===== src/rtl/debug_host_bridge_if.sv =====
// Host-link and debug-register-bus signals of debug_host_bridge.
// The master modport is the bridge; the slave modport is the host front-end plus the core.
interface debug_host_bridge_if;
    logic [7:0] RX_DATA;
    logic       RX_VALID;
    logic       RX_READY;
    logic [7:0] TX_DATA;
    logic       TX_VALID;
    logic       TX_READY;
    logic [2:0] DEBUG_REG_ADDR;
    logic [7:0] DEBUG_DOUT;
    logic [7:0] DEBUG_DIN;
    logic       DEBUG_RDN;
    logic       DEBUG_WRN;
    logic       BUSY;

    modport master (
        input  RX_DATA, RX_VALID, TX_READY, DEBUG_DIN,
        output RX_READY, TX_DATA, TX_VALID, DEBUG_REG_ADDR, DEBUG_DOUT,
               DEBUG_RDN, DEBUG_WRN, BUSY
    );

    modport slave (
        output RX_DATA, RX_VALID, TX_READY, DEBUG_DIN,
        input  RX_READY, TX_DATA, TX_VALID, DEBUG_REG_ADDR, DEBUG_DOUT,
               DEBUG_RDN, DEBUG_WRN, BUSY
    );
endinterface


===== src/rtl/debug_host_bridge.sv =====
// Byte-stream master for the core's 8-bit debug register port (initiator side).
// Optional build macro DEBUG_BRIDGE_WRITE_ACK_EN: send 0xA5 to the host after each write command.
module debug_host_bridge #(
    parameter int STROBE_CYCLES = 2
) (
    input  logic                  CLK,
    input  logic                  RESETN,
    debug_host_bridge_if.master   bus,
    output logic [2:0]            dbg_state
);
    typedef enum logic [2:0] {
        IDLE     = 3'd0,
        GET_DATA = 3'd1,
        SETUP    = 3'd2,
        STROBE   = 3'd3,
        HOLD     = 3'd4,
        SEND     = 3'd5
    } state_t;

    localparam logic [3:0] STROBE_LOAD = 4'(STROBE_CYCLES - 1);

    state_t     state, state_n;
    logic [3:0] cnt, cnt_n;
    logic [3:0] rem, rem_n;
    logic       is_write, is_write_n;
    logic [2:0] addr, addr_n;
    logic [7:0] dout, dout_n;
    logic [7:0] tx_data, tx_data_n;
    logic       tx_valid, rx_ready, rdn, wrn, busy;
    logic       rx_fire, tx_fire;

    // Both links use valid/ready: a byte moves on a rising CLK edge where valid and
    // ready are both high; the sender holds data and valid steady until that edge.
    assign rx_fire = rx_ready & bus.RX_VALID;
    assign tx_fire = tx_valid & bus.TX_READY;

    always_comb begin
        state_n    = state;
        cnt_n      = cnt;
        rem_n      = rem;
        is_write_n = is_write;
        addr_n     = addr;
        dout_n     = dout;
        tx_data_n  = tx_data;
        case (state)
            IDLE: if (rx_fire) begin
                is_write_n = bus.RX_DATA[7];
                rem_n      = bus.RX_DATA[6:3];
                addr_n     = bus.RX_DATA[2:0];
                state_n    = bus.RX_DATA[7] ? GET_DATA : SETUP;
            end
            GET_DATA: if (rx_fire) begin
                dout_n  = bus.RX_DATA;
                state_n = SETUP;
            end
            SETUP: begin
                cnt_n   = STROBE_LOAD;
                state_n = STROBE;
            end
            STROBE: begin
                if (cnt == 4'd0) begin
                    if (!is_write) tx_data_n = bus.DEBUG_DIN;
                    state_n = HOLD;
                end else begin
                    cnt_n = cnt - 4'd1;
                end
            end
            HOLD: begin
                if (!is_write) begin
                    state_n = SEND;
                end else if (rem != 4'd0) begin
                    rem_n   = rem - 4'd1;
                    state_n = GET_DATA;
                end else begin
`ifdef DEBUG_BRIDGE_WRITE_ACK_EN
                    tx_data_n = 8'hA5;
                    state_n   = SEND;
`else
                    state_n   = IDLE;
`endif
                end
            end
            SEND: if (tx_fire) begin
                if (!is_write && rem != 4'd0) begin
                    rem_n   = rem - 4'd1;
                    state_n = SETUP;
                end else begin
                    state_n = IDLE;
                end
            end
            default: state_n = IDLE;
        endcase
    end

    // Outputs are registered from the next state so they change exactly on state entry.
    always_ff @(posedge CLK or negedge RESETN) begin
        if (!RESETN) begin
            state    <= IDLE;
            cnt      <= 4'd0;
            rem      <= 4'd0;
            is_write <= 1'b0;
            addr     <= 3'd0;
            dout     <= 8'd0;
            tx_data  <= 8'd0;
            tx_valid <= 1'b0;
            rx_ready <= 1'b0;
            rdn      <= 1'b1;
            wrn      <= 1'b1;
            busy     <= 1'b0;
        end else begin
            state    <= state_n;
            cnt      <= cnt_n;
            rem      <= rem_n;
            is_write <= is_write_n;
            addr     <= addr_n;
            dout     <= dout_n;
            tx_data  <= tx_data_n;
            tx_valid <= (state_n == SEND);
            rx_ready <= (state_n == IDLE) || (state_n == GET_DATA);
            rdn      <= !((state_n == STROBE) && !is_write_n);
            wrn      <= !((state_n == STROBE) && is_write_n);
            busy     <= (state_n != IDLE);
        end
    end

    assign bus.RX_READY       = rx_ready;
    assign bus.TX_DATA        = tx_data;
    assign bus.TX_VALID       = tx_valid;
    assign bus.DEBUG_REG_ADDR = addr;
    assign bus.DEBUG_DOUT     = dout;
    assign bus.DEBUG_RDN      = rdn;
    assign bus.DEBUG_WRN      = wrn;
    assign bus.BUSY           = busy;
    assign dbg_state          = state;
endmodule


===== src/flat_wrapper.sv =====
// flat-port wrapper written by rule: the top's interface ports become plain ports
module debug_host_bridge_flat 
#(
    parameter int STROBE_CYCLES = 2
)
  (CLK, RESETN, dbg_state, bus_RX_DATA, bus_RX_VALID, bus_TX_READY, bus_DEBUG_DIN, bus_RX_READY, bus_TX_DATA, bus_TX_VALID, bus_DEBUG_REG_ADDR, bus_DEBUG_DOUT, bus_DEBUG_RDN, bus_DEBUG_WRN, bus_BUSY);
  debug_host_bridge_if bus_i ();
  input  logic CLK;
  input  logic RESETN;
  output logic [2:0] dbg_state;
  input wire logic [$bits(bus_i.RX_DATA)-1:0] bus_RX_DATA;
  input wire logic [$bits(bus_i.RX_VALID)-1:0] bus_RX_VALID;
  input wire logic [$bits(bus_i.TX_READY)-1:0] bus_TX_READY;
  input wire logic [$bits(bus_i.DEBUG_DIN)-1:0] bus_DEBUG_DIN;
  output wire logic [$bits(bus_i.RX_READY)-1:0] bus_RX_READY;
  output wire logic [$bits(bus_i.TX_DATA)-1:0] bus_TX_DATA;
  output wire logic [$bits(bus_i.TX_VALID)-1:0] bus_TX_VALID;
  output wire logic [$bits(bus_i.DEBUG_REG_ADDR)-1:0] bus_DEBUG_REG_ADDR;
  output wire logic [$bits(bus_i.DEBUG_DOUT)-1:0] bus_DEBUG_DOUT;
  output wire logic [$bits(bus_i.DEBUG_RDN)-1:0] bus_DEBUG_RDN;
  output wire logic [$bits(bus_i.DEBUG_WRN)-1:0] bus_DEBUG_WRN;
  output wire logic [$bits(bus_i.BUSY)-1:0] bus_BUSY;
  assign bus_i.RX_DATA = bus_RX_DATA;
  assign bus_i.RX_VALID = bus_RX_VALID;
  assign bus_i.TX_READY = bus_TX_READY;
  assign bus_i.DEBUG_DIN = bus_DEBUG_DIN;
  assign bus_RX_READY = bus_i.RX_READY;
  assign bus_TX_DATA = bus_i.TX_DATA;
  assign bus_TX_VALID = bus_i.TX_VALID;
  assign bus_DEBUG_REG_ADDR = bus_i.DEBUG_REG_ADDR;
  assign bus_DEBUG_DOUT = bus_i.DEBUG_DOUT;
  assign bus_DEBUG_RDN = bus_i.DEBUG_RDN;
  assign bus_DEBUG_WRN = bus_i.DEBUG_WRN;
  assign bus_BUSY = bus_i.BUSY;
  debug_host_bridge #(.STROBE_CYCLES(STROBE_CYCLES)) u_core (.CLK(CLK), .RESETN(RESETN), .bus(bus_i), .dbg_state(dbg_state));
endmodule

===== config.mk =====
export PLATFORM = sky130hd
export DESIGN_NAME = debug_host_bridge_flat
export DESIGN_NICKNAME = d
export VERILOG_FILES = /design/src/rtl/debug_host_bridge_if.sv /design/src/rtl/debug_host_bridge.sv /design/src/flat_wrapper.sv
export SDC_FILE = /design/constraint.sdc
export NUM_CORES = 1
export LEC_CHECK = 0
export CAP_MARGIN = 20
export CORE_MARGIN = 3
export CORE_UTILIZATION = 42
export CTS_BUF_LIST = sky130_fd_sc_hd__clkbuf_16
export DETAILED_ROUTE_END_ITERATION = 16
export PLACE_DENSITY_LB_ADDON = 0.3
export SETUP_SLACK_MARGIN = 0.2
export SLEW_MARGIN = 20
export SYNTH_ARGS = -nofsm -noshare
export SYNTH_HDL_FRONTEND = slang
export SYNTH_SLANG_ARGS = --single-unit

===== constraint.sdc =====
create_clock -name CLK -period 1.7 [get_ports CLK]
set_input_delay 0.425 -clock CLK [delete_from_list [all_inputs] [get_ports CLK]]
set_output_delay 0.425 -clock CLK [all_outputs]
set_load 0.1 [all_outputs]

[Yosys cells after proc, flatten, opt, wreduce, memory -nomap -nowiden]
Cells that the tools add are included.
Operators by class
  add/subtract/negate cells: 2
  eq/ne operators: 14
  multiplexer cells: 19
  bitwise operators: 3
  reduce and logical (&&, ||, !) cells: 20
Operator list (number)
  $mux 4: 6
  $pmux 3 s6: 1
  $mux 3: 5
  $pmux 4 s3: 1
  $ne 2x1->1 const B: 5
  $eq 3x2->1 const B: 3
  $eq 3x3->1 const B: 3
  $pmux 4 s2: 1
  $sub 4x1->4 const B: 2
  $eq 3x1->1 const B: 2
  $logic_not 3->1: 2
  $reduce_and 2->1: 3
  $reduce_and 6->1: 1
  $reduce_bool 3->1: 2
  $logic_not 1->1: 4
  $logic_not 4->1: 1
  $mux 2: 2
  $reduce_bool 4->1: 1
  $logic_and 1x1->1: 3
  $mux 1: 3
  $reduce_and 3->1: 1
  $and 1x1->1: 2
  $ne 2x2->1 const B: 1
  $reduce_bool 2->1: 1
  2 further kinds: 2
Storage, ports and cells
  register bits after elaboration: 36
  word-level logic and storage cells: 70

[Logic depth before layout (Yosys ltp)]
Gate-level depths: netlist of the first run.
  depth in word-level cells: 8
  gate-level depth with buffers: 6
  depth with buffers taken out: 6

[Worst setup path before layout of the first run]
OpenSTA, ideal clock, no wires.
  path type: reg-to-reg
  start point: register u_core.state[0], in the netlist u_core.dbg_state[0]
  end point: register u_core.busy, in the netlist u_core.bus.BUSY
  arrival: 2.080 ns
  path slack: -0.518 ns
  cell stages (with the launch flop): 6
  buffers on the path: 1
  clock period less this slack: 2.218 ns
  path through: dfrtp_1 -> buf_2 -> nand3_1 -> nand3_4 -> inv_1 -> or4_1
On the way
  cells in the longest elaborated chain, start to end: 3
  elaborated cells on any way between the ends: 12
  those cells by class: 5 x eq/ne; 5 x mux; 2 x reduce/logical
Ends and longest elaborated chain
  from (decl): RTL line debug_host_bridge.sv:22  | state_t state, state_n;
  from (signal assigned): RTL line debug_host_bridge.sv:111  | state <= state_n;
  $eq 3x3->1 (tied with other cells): RTL line debug_host_bridge.sv:45  | case (state)
  $pmux 3 s6 *: RTL line debug_host_bridge.sv:45
  $reduce_bool 3->1 *: RTL line debug_host_bridge.sv:122  | busy <= (state_n != IDLE);
  to (signal assigned): RTL line debug_host_bridge.sv:122
  to (decl): RTL line debug_host_bridge.sv:29  | logic tx_valid, rx_ready, rdn, wrn, busy;
Mark *: on every way between the ends. The rest lies on a longest branch, timed or not.
A chain may end at the register's enable or synchronous reset.

[Worst setup path after layout of the first run]
  start point: register u_core.rem[0]
  end point: register u_core.busy, in the netlist u_core.bus.BUSY
On the way
  elaborated cells on any way between the ends: 8
  those cells by class: 5 x mux; 3 x reduce/logical
RTL lines
  from (decl): RTL line debug_host_bridge.sv:24  | logic [3:0] rem, rem_n;
  from (signal assigned): RTL line debug_host_bridge.sv:113  | rem <= rem_n;
  $reduce_bool 4->1: RTL line debug_host_bridge.sv:71  | end else if (rem != 4'd0) begin
  $mux 1: RTL line debug_host_bridge.sv:71
  $mux 3: RTL line debug_host_bridge.sv:69  | if (!is_write) begin
  $pmux 3 s6: RTL line debug_host_bridge.sv:45
  net u_core.state_n[0]: RTL line debug_host_bridge.sv:22
  $reduce_bool 3->1: RTL line debug_host_bridge.sv:122
The timed path passes the listed nets, and every way through them passes these cells.

==> results of run 1 <==
[timing repair]
item                                   4_1_cts  5_1_grt
buffers inserted                            15       13
pin swaps                                   14       11
cloned                                       0        0
setup endpoints to repair                   31       35
endpoints found under the hold margin        0        0
gates resized for setup                     35       30
[worst paths after layout]
kind,start,to,slack [ns],cells past startpoint
worst min register to register,u_core.bus.TX_DATA[3],u_core.bus.TX_DATA[3],0.58,1
worst min-delay path,RESETN,u_core.rem[2],0.15,1
worst max-delay path,u_core.rem[0],u_core.bus.BUSY,-0.15,7
max in group asynchronous,RESETN,u_core.bus.DEBUG_DOUT[5],0.97,2
min in group CLK,u_core.bus.TX_DATA[3],u_core.bus.TX_DATA[3],0.58,1
worst max register to register,u_core.rem[0],u_core.bus.BUSY,-0.15,7
[cells in the final DEF (no fill, tap or decap), types with 2 or more instances in the layout]
cell type	count
inv_1	4
o21ai_1	4
dfrtp_1	29
nor3_4	3
nand2_1	5
inv_2	4
clkbuf_16	5
nand2b_1	2
a21oi_2	2
nor2_4	2
nand3_1	2
a21o_1	2
o211ai_1	3
dfstp_2	2
dfrtp_2	2
or2_4	3
buf_12	28
buf_6	16
mux2_4	20
nor3b_4	2
ha_4	2
mux2i_1	2
clkdlybuf4s50_1	17
nor2_1	2
clkinv_2	2
buf_4	34
dfrtp_4	3
a21oi_1	2
[critical path, delay by kind of cell, from the launching register on]
kind	cells	cell delay (ns)
adder cells (fa/ha/maj)	1	0.13
buffers and inverters	2	0.23
AND/OR/NAND/NOR	4	0.94
flip-flops	1	0.39
[through the flow]
stage / TNS, ns / utilization (%)
after global routing: -1.14 / 87.8
final: -0.675 / 87.8
after detailed placement: -5.81 / 71.6
after floorplan: -0.499 / -
after global placement: -4.92 / 71.6
after CTS: -0.0389 / 82.2
[kinds of logic (layout without fill, tap and decap cells)]
kind of cell,after synthesis,in the layout,share of synthesized area (%)
and+or+nand+nor,37,37,15.4
DFF,36,36,55.2
AOI/OAI and AO/OA,25,25,10.4
muxes,22,22,15.0
buffers and inverters,10,113,2.45
adders and majority gates,2,2,1.53
[sequential cells by signal, summed over array words and instances (netlist names)]
name                       cells
u_core.bus.BUSY                1
u_core.bus.DEBUG_DOUT          8
u_core.bus.DEBUG_RDN           1
u_core.bus.DEBUG_REG_ADDR      3
u_core.bus.DEBUG_WRN           1
u_core.bus.RX_READY            1
u_core.bus.TX_DATA             8
u_core.bus.TX_VALID            1
u_core.cnt                     4
u_core.dbg_state               3
u_core.is_write                1
u_core.rem                     4
[final cells by class]
| cell class | instances | area (um^2) | share of cell area (%) |
|---|---|---|---|
| clock inverter | 3 | 13.8 | 0.422 |
| tap | 48 | 60.1 | 1.84 |
| sequential | 36 | 917 | 28.1 |
| timing repair buffer | 97 | 1180 | 36.1 |
| multi-input combinational | 86 | 938 | 28.7 |
| clock buffer | 5 | 125 | 3.83 |
| inverter | 8 | 30.0 | 0.920 |
[layer usage]
| metal | global-route usage (%) | vias up |
|---|---|---|
| met3 | 8.37 | 15 |
| met5 | 0 | - |
| met2 | 40.3 | 83 |
| met1 | 27.3 | 777 |
| met4 | 9.18 | 0 |
| li1 | - | 681 |
[cells in the mapped netlist (all sizes together)]
master    n
dfrtp    34
mux2     20
inv       8
a21oi     5
nand2     5
o21ai     5
nand3     4
nor2      4
nor3      4
or2       4
o211ai    3
o22ai     3
a21o      2
and2b     2
buf       2
dfstp     2
ha        2
mux2i     2
nand2b    2
nor3b     2
or3       2
a21boi    1
a22oi     1
and4b     1
nand3b    1
nand4     1
nand4bb   1
nor4      1
o2111ai   1
o211a     1
o21a      1
o221ai    1
o31ai     1
or2b      1
or3b      1
or4       1
==> summary.txt, run 1 <==
Setup path
  – CP arrival: ~2.0 ns
  – Slowest CP cell: or4_1
  – Element type at the critical path start: register
  – Crit-path cells: inv_2 > ha_4 > nor3b_4 > buf_6 > or2_4 > nand4_1 > or4_1
  – CP required: 1.84 ns
  – CP max stage delay: 0.44 ns
  – Crit Path Max Fanout: 2
  – Setup crit end kind: register
  – Crit path kind: reg2reg

Routing
  – Antenna-violating nets left: 0
  – Met2 wire len: 3090 um
  – WL/cell: 21.5 um
  – Metal3 WL: ~440 um
  – Max layer used: met4
  – Wl on met1: 2450 um
  – Number of vias per cell: 5.50
  – DR pass1 iterations: 4
  – Drt total wl: 6100 um
  – Drt first-iter violations: 152
  – Post-route DRC violation count: 0
  – Via Count: ~1600

Global route
  – Total gr overflow: 0
  – Gr usage total: between 20% and 30%
  – Initial antenna violation count: 0
  – Vias in the first global route: 1586
  – Largest net degree at the start of global routing: 28
  – First-pass GRT wire length: 7900 um

Timing
  – Tmin final: about 1.8 ns
  – Period Utilization, post-route: 109%
  – Fin. max-slew vios: 0
  – Unrepaired setup endpoints after global routing: yes
  – Final setup margin: -0.148 ns
  – Final Skew: 0.00724 ns
  – Final hold viol count: 0
  – Worst-Margin Slew: between 0.6 and 0.7 ns
  – Finish-stage setup viols: 13
  – Slew HR: between 50% and 60%
  – Fmax: about 540 MHz
  – Fin Hold WS: approximately 0.15 ns

Die
  – Ports: 47
  – # rows: 22
  – Die width: 68.4 um
  – Die ar.: 0.00468 mm^2
  – CORE AREA: 0.00372 mm^2
  – Die Span Y: 68.4 um
  – Starting density of the core: 44.0%

Place
  – Placement Cell Area: 0.00266 mm^2
  – Routability-driven placement congestion ratio: 0.889
  – Post-DP HPWL: between 3000 and 4000 um
  – Setup WS pre-CTS: -0.335 ns
  – Buffers on Ports: 46
  – Cells after DPL: 247

Logic synthesis
  – Leading area contributor after synthesis: dfrtp_1
  – Mapped Nets: 154
  – Seq/Total Area, Yosys: 55.2%
  – Cells after synthesis: 132
  – Synth Register Bits: 36
  – Average size of a mapped cell: 12.4 um^2
  – Synthesized area: approximately 0.0016 mm^2
  – Top post-synthesis cells by area: dfrtp_1 52%, mux2_2 8.3%, mux2_1 5.5%
  – Synth unique cells: 43
  – Yosys Warn Count: 0
  – Yosys top cell area share: 52.0%

Layout
  – Layout cell share with drive strength beyond 1: 61.3%
  – Final std cells w/o fill: 283
  – N_diodes: 0
  – Nets: 256
  – Fillers: approximately 150
  – Syn-to-layout area delta: 99.6%
  – Design area: ~0.0033 mm^2

Clocking
  – CTS Hold Bufs: 0
  – Num Clock Sinks: 36
  – Clock slew at reported path FFs: 0.06 ns
  – Htree depth: 2
  – CTS buffer count: 5
  – CTS tree: yes
  – Clock latency on the worst-skew pair: between 0.2 and 0.3 ns
  – CTS max path bufs: 2
  – Root buffer cell: clkbuf_16

Worst hold path
  – Min-delay worst type: in2async

Status
  – Failing checks: setup timing
  – Status: finished, violations left

Run
  – Max-Cap Viols: 0
Power of run 1 is not shown: default switching activity piles up to over one toggle a cycle in this logic, so the estimate is an artifact.
==> run 2, diff against run 1 <==
--- a/config.mk
+++ b/config.mk
@@ -6,7 +6,6 @@
 export NUM_CORES = 1
 export LEC_CHECK = 0
 export CAP_MARGIN = 20
-export CORE_MARGIN = 3
 export CORE_UTILIZATION = 42
 export CTS_BUF_LIST = sky130_fd_sc_hd__clkbuf_16
 export DETAILED_ROUTE_END_ITERATION = 16
==> summary.txt, run 2 (synthesized netlist as in run 1, its figures left out) <==
Status
  – Status: finished, violations left
  – Failing checks: setup timing

Timing
  – Slew HR: 76.6% (+17 points)
  – Post-route setup TNS: -0.0406 ns (+0.634 ns)
  – Final setup margin: -0.0394 ns (+0.109 ns)
  – Worst-Margin Slew: 0.349 ns (-0.259 ns)
  – Final Skew: 0.00596 ns (-0.00128 ns)
  – Unrepaired setup endpoints after global routing: yes
  – Fin. max-slew vios: 0 (unchanged)
  – Period Utilization, post-route: 102% (-6.4 points)
  – Tmin final: 1.74 ns (-0.109 ns)
  – Fmax: 575 MHz (+6.3%)
  – Final hold viol count: 0 (unchanged)
  – Finish-stage setup viols: 2 (-11)
  – Fin Hold WS: 0.539 ns (+0.391 ns)

Global route
  – Total gr overflow: 0 (unchanged)
  – Vias in the first global route: 1567 (-1.2%)
  – First-pass GRT wire length: 7670 um (-3.0%)
  – Largest net degree at the start of global routing: 37 (+32%)
  – Initial antenna violation count: 0 (unchanged)
  – Gr usage total: 24.8% (+1.0 points)

Clocking
  – CTS max path bufs: 2 (unchanged)
  – Clock slew at reported path FFs: 0.06 ns (about the same)
  – Num Clock Sinks: 36 (unchanged)
  – Root buffer cell: clkbuf_16
  – CTS buffer count: 5 (unchanged)
  – Clock latency on the worst-skew pair: 0.28 ns (about the same)
  – Htree depth: 2 (unchanged)
  – CTS tree: yes
  – CTS Hold Bufs: 0 (unchanged)

Die
  – Starting density of the core: 44.3% (+0.33 points)
  – CORE AREA: 0.00369 mm^2 (-0.74%)
  – Die ar.: 0.00415 mm^2 (-11%)
  – Die width: 64.4 um (-5.8%)
  – # rows: 22 (unchanged)
  – Die Span Y: 64.4 um (-5.8%)
  – Ports: 47 (unchanged)

Routing
  – WL/cell: 18.6 um (-14%)
  – Antenna-violating nets left: 0 (unchanged)
  – Via Count: 1450 (-6.8%)
  – DR pass1 iterations: 4 (unchanged)
  – Drt first-iter violations: 89 (-41%)
  – Drt total wl: 4980 um (-18%)
  – Number of vias per cell: 5.41 (-1.6%)
  – Post-route DRC violation count: 0 (unchanged)

Place
  – Setup WS pre-CTS: -0.330 ns (+0.00464 ns)
  – Routability-driven placement congestion ratio: 0.812 (-8.6%)
  – Buffers on Ports: 46 (unchanged)
  – Post-DP HPWL: 3070 um (-0.11%)

Layout
  – Most frequent cells in the layout: 29 x buf_12, 29 x dfrtp_1, 23 x buf_4
  – Fin util: 84.3% (-3.6 points)
  – N_diodes: 0 (unchanged)
  – Syn-to-layout area delta: 90.1%
  – Layout cell share with drive strength beyond 1: 55.9% (-5.4 points)
  – Fillers: 181 (+19%)
  – Nets: 241 (-5.9%)

Worst hold path
  – Min-delay worst type: in2async

Setup path
  – Crit path kind: reg2reg
  – Setup crit end kind: register
  – Crit Path Max Fanout: 2 (unchanged)
  – Element type at the critical path start: register
  – CP required: 1.84 ns (about the same)
  – CP arrival: 1.88 ns (-0.11 ns)

Run
  – Max-Cap Viols: 0 (unchanged)
[run 2: path summary, 6_finish.rpt]
path / startpoint / depth (start not counted) / end / slack, ns
worst min-delay path: RESETN / 2 / u_core.dbg_state[0] / 0.54
max in group asynchronous: RESETN / 2 / u_core.bus.DEBUG_RDN / 0.91
worst max-delay path: u_core.rem[0] / 7 / u_core.bus.BUSY / -0.04
min in group CLK: u_core.bus.TX_DATA[2] / 1 / u_core.bus.TX_DATA[2] / 0.58
worst min register to register: u_core.bus.TX_DATA[2] / 1 / u_core.bus.TX_DATA[2] / 0.58
worst max register to register: u_core.rem[0] / 7 / u_core.bus.BUSY / -0.04
[run 2: repair_timing]
action | in CTS | in global routing
setup buffers | 16 | 2
pin swaps | 11 | 8
resized for setup | 35 | 14
hold endpoints to repair | 0 | 0
setup endpoints to repair | 27 | 35
[run 2: layer usage]
metal  vias up  track usage, %  routed length, um
met5         -               0                  0
met3         6            5.54                223
li1        652               -                  -
met2        46            43.7               2810
met4         0            8.33                 55
met1       746            29.6               1890
[run 2: critical path, stage by stage (launching register included)]
cell	delay, ns
dfrtp_1	0.38
inv_2	0.08
ha_4	0.13
nor3b_4	0.23
buf_4	0.16
or2_4	0.10
nand4_1	0.11
or4_1	0.41
[run 2: through the flow]
step           cells  area (um^2)
2_1_floorplan    132         1720
3_3_place_gp     242         2640
3_5_place_dp     242         2640
4_1_cts          266         3040
5_1_grt          268         3110
6_report         268         3110
[run 2: layout make-up]
| type | count | area (um^2) | area share [%] |
|---|---|---|---|
| well taps | 48 | 60.1 | 1.93 |
| inverters | 8 | 30.0 | 0.966 |
| flip-flops and latches | 36 | 917 | 29.5 |
| multi-input cells | 86 | 898 | 28.9 |
| repair buffers | 82 | 1070 | 34.3 |
| clock buffers | 5 | 125 | 4.02 |
| clock inverters | 3 | 12.5 | 0.402 |
Power of run 2 is left out for the same reason.
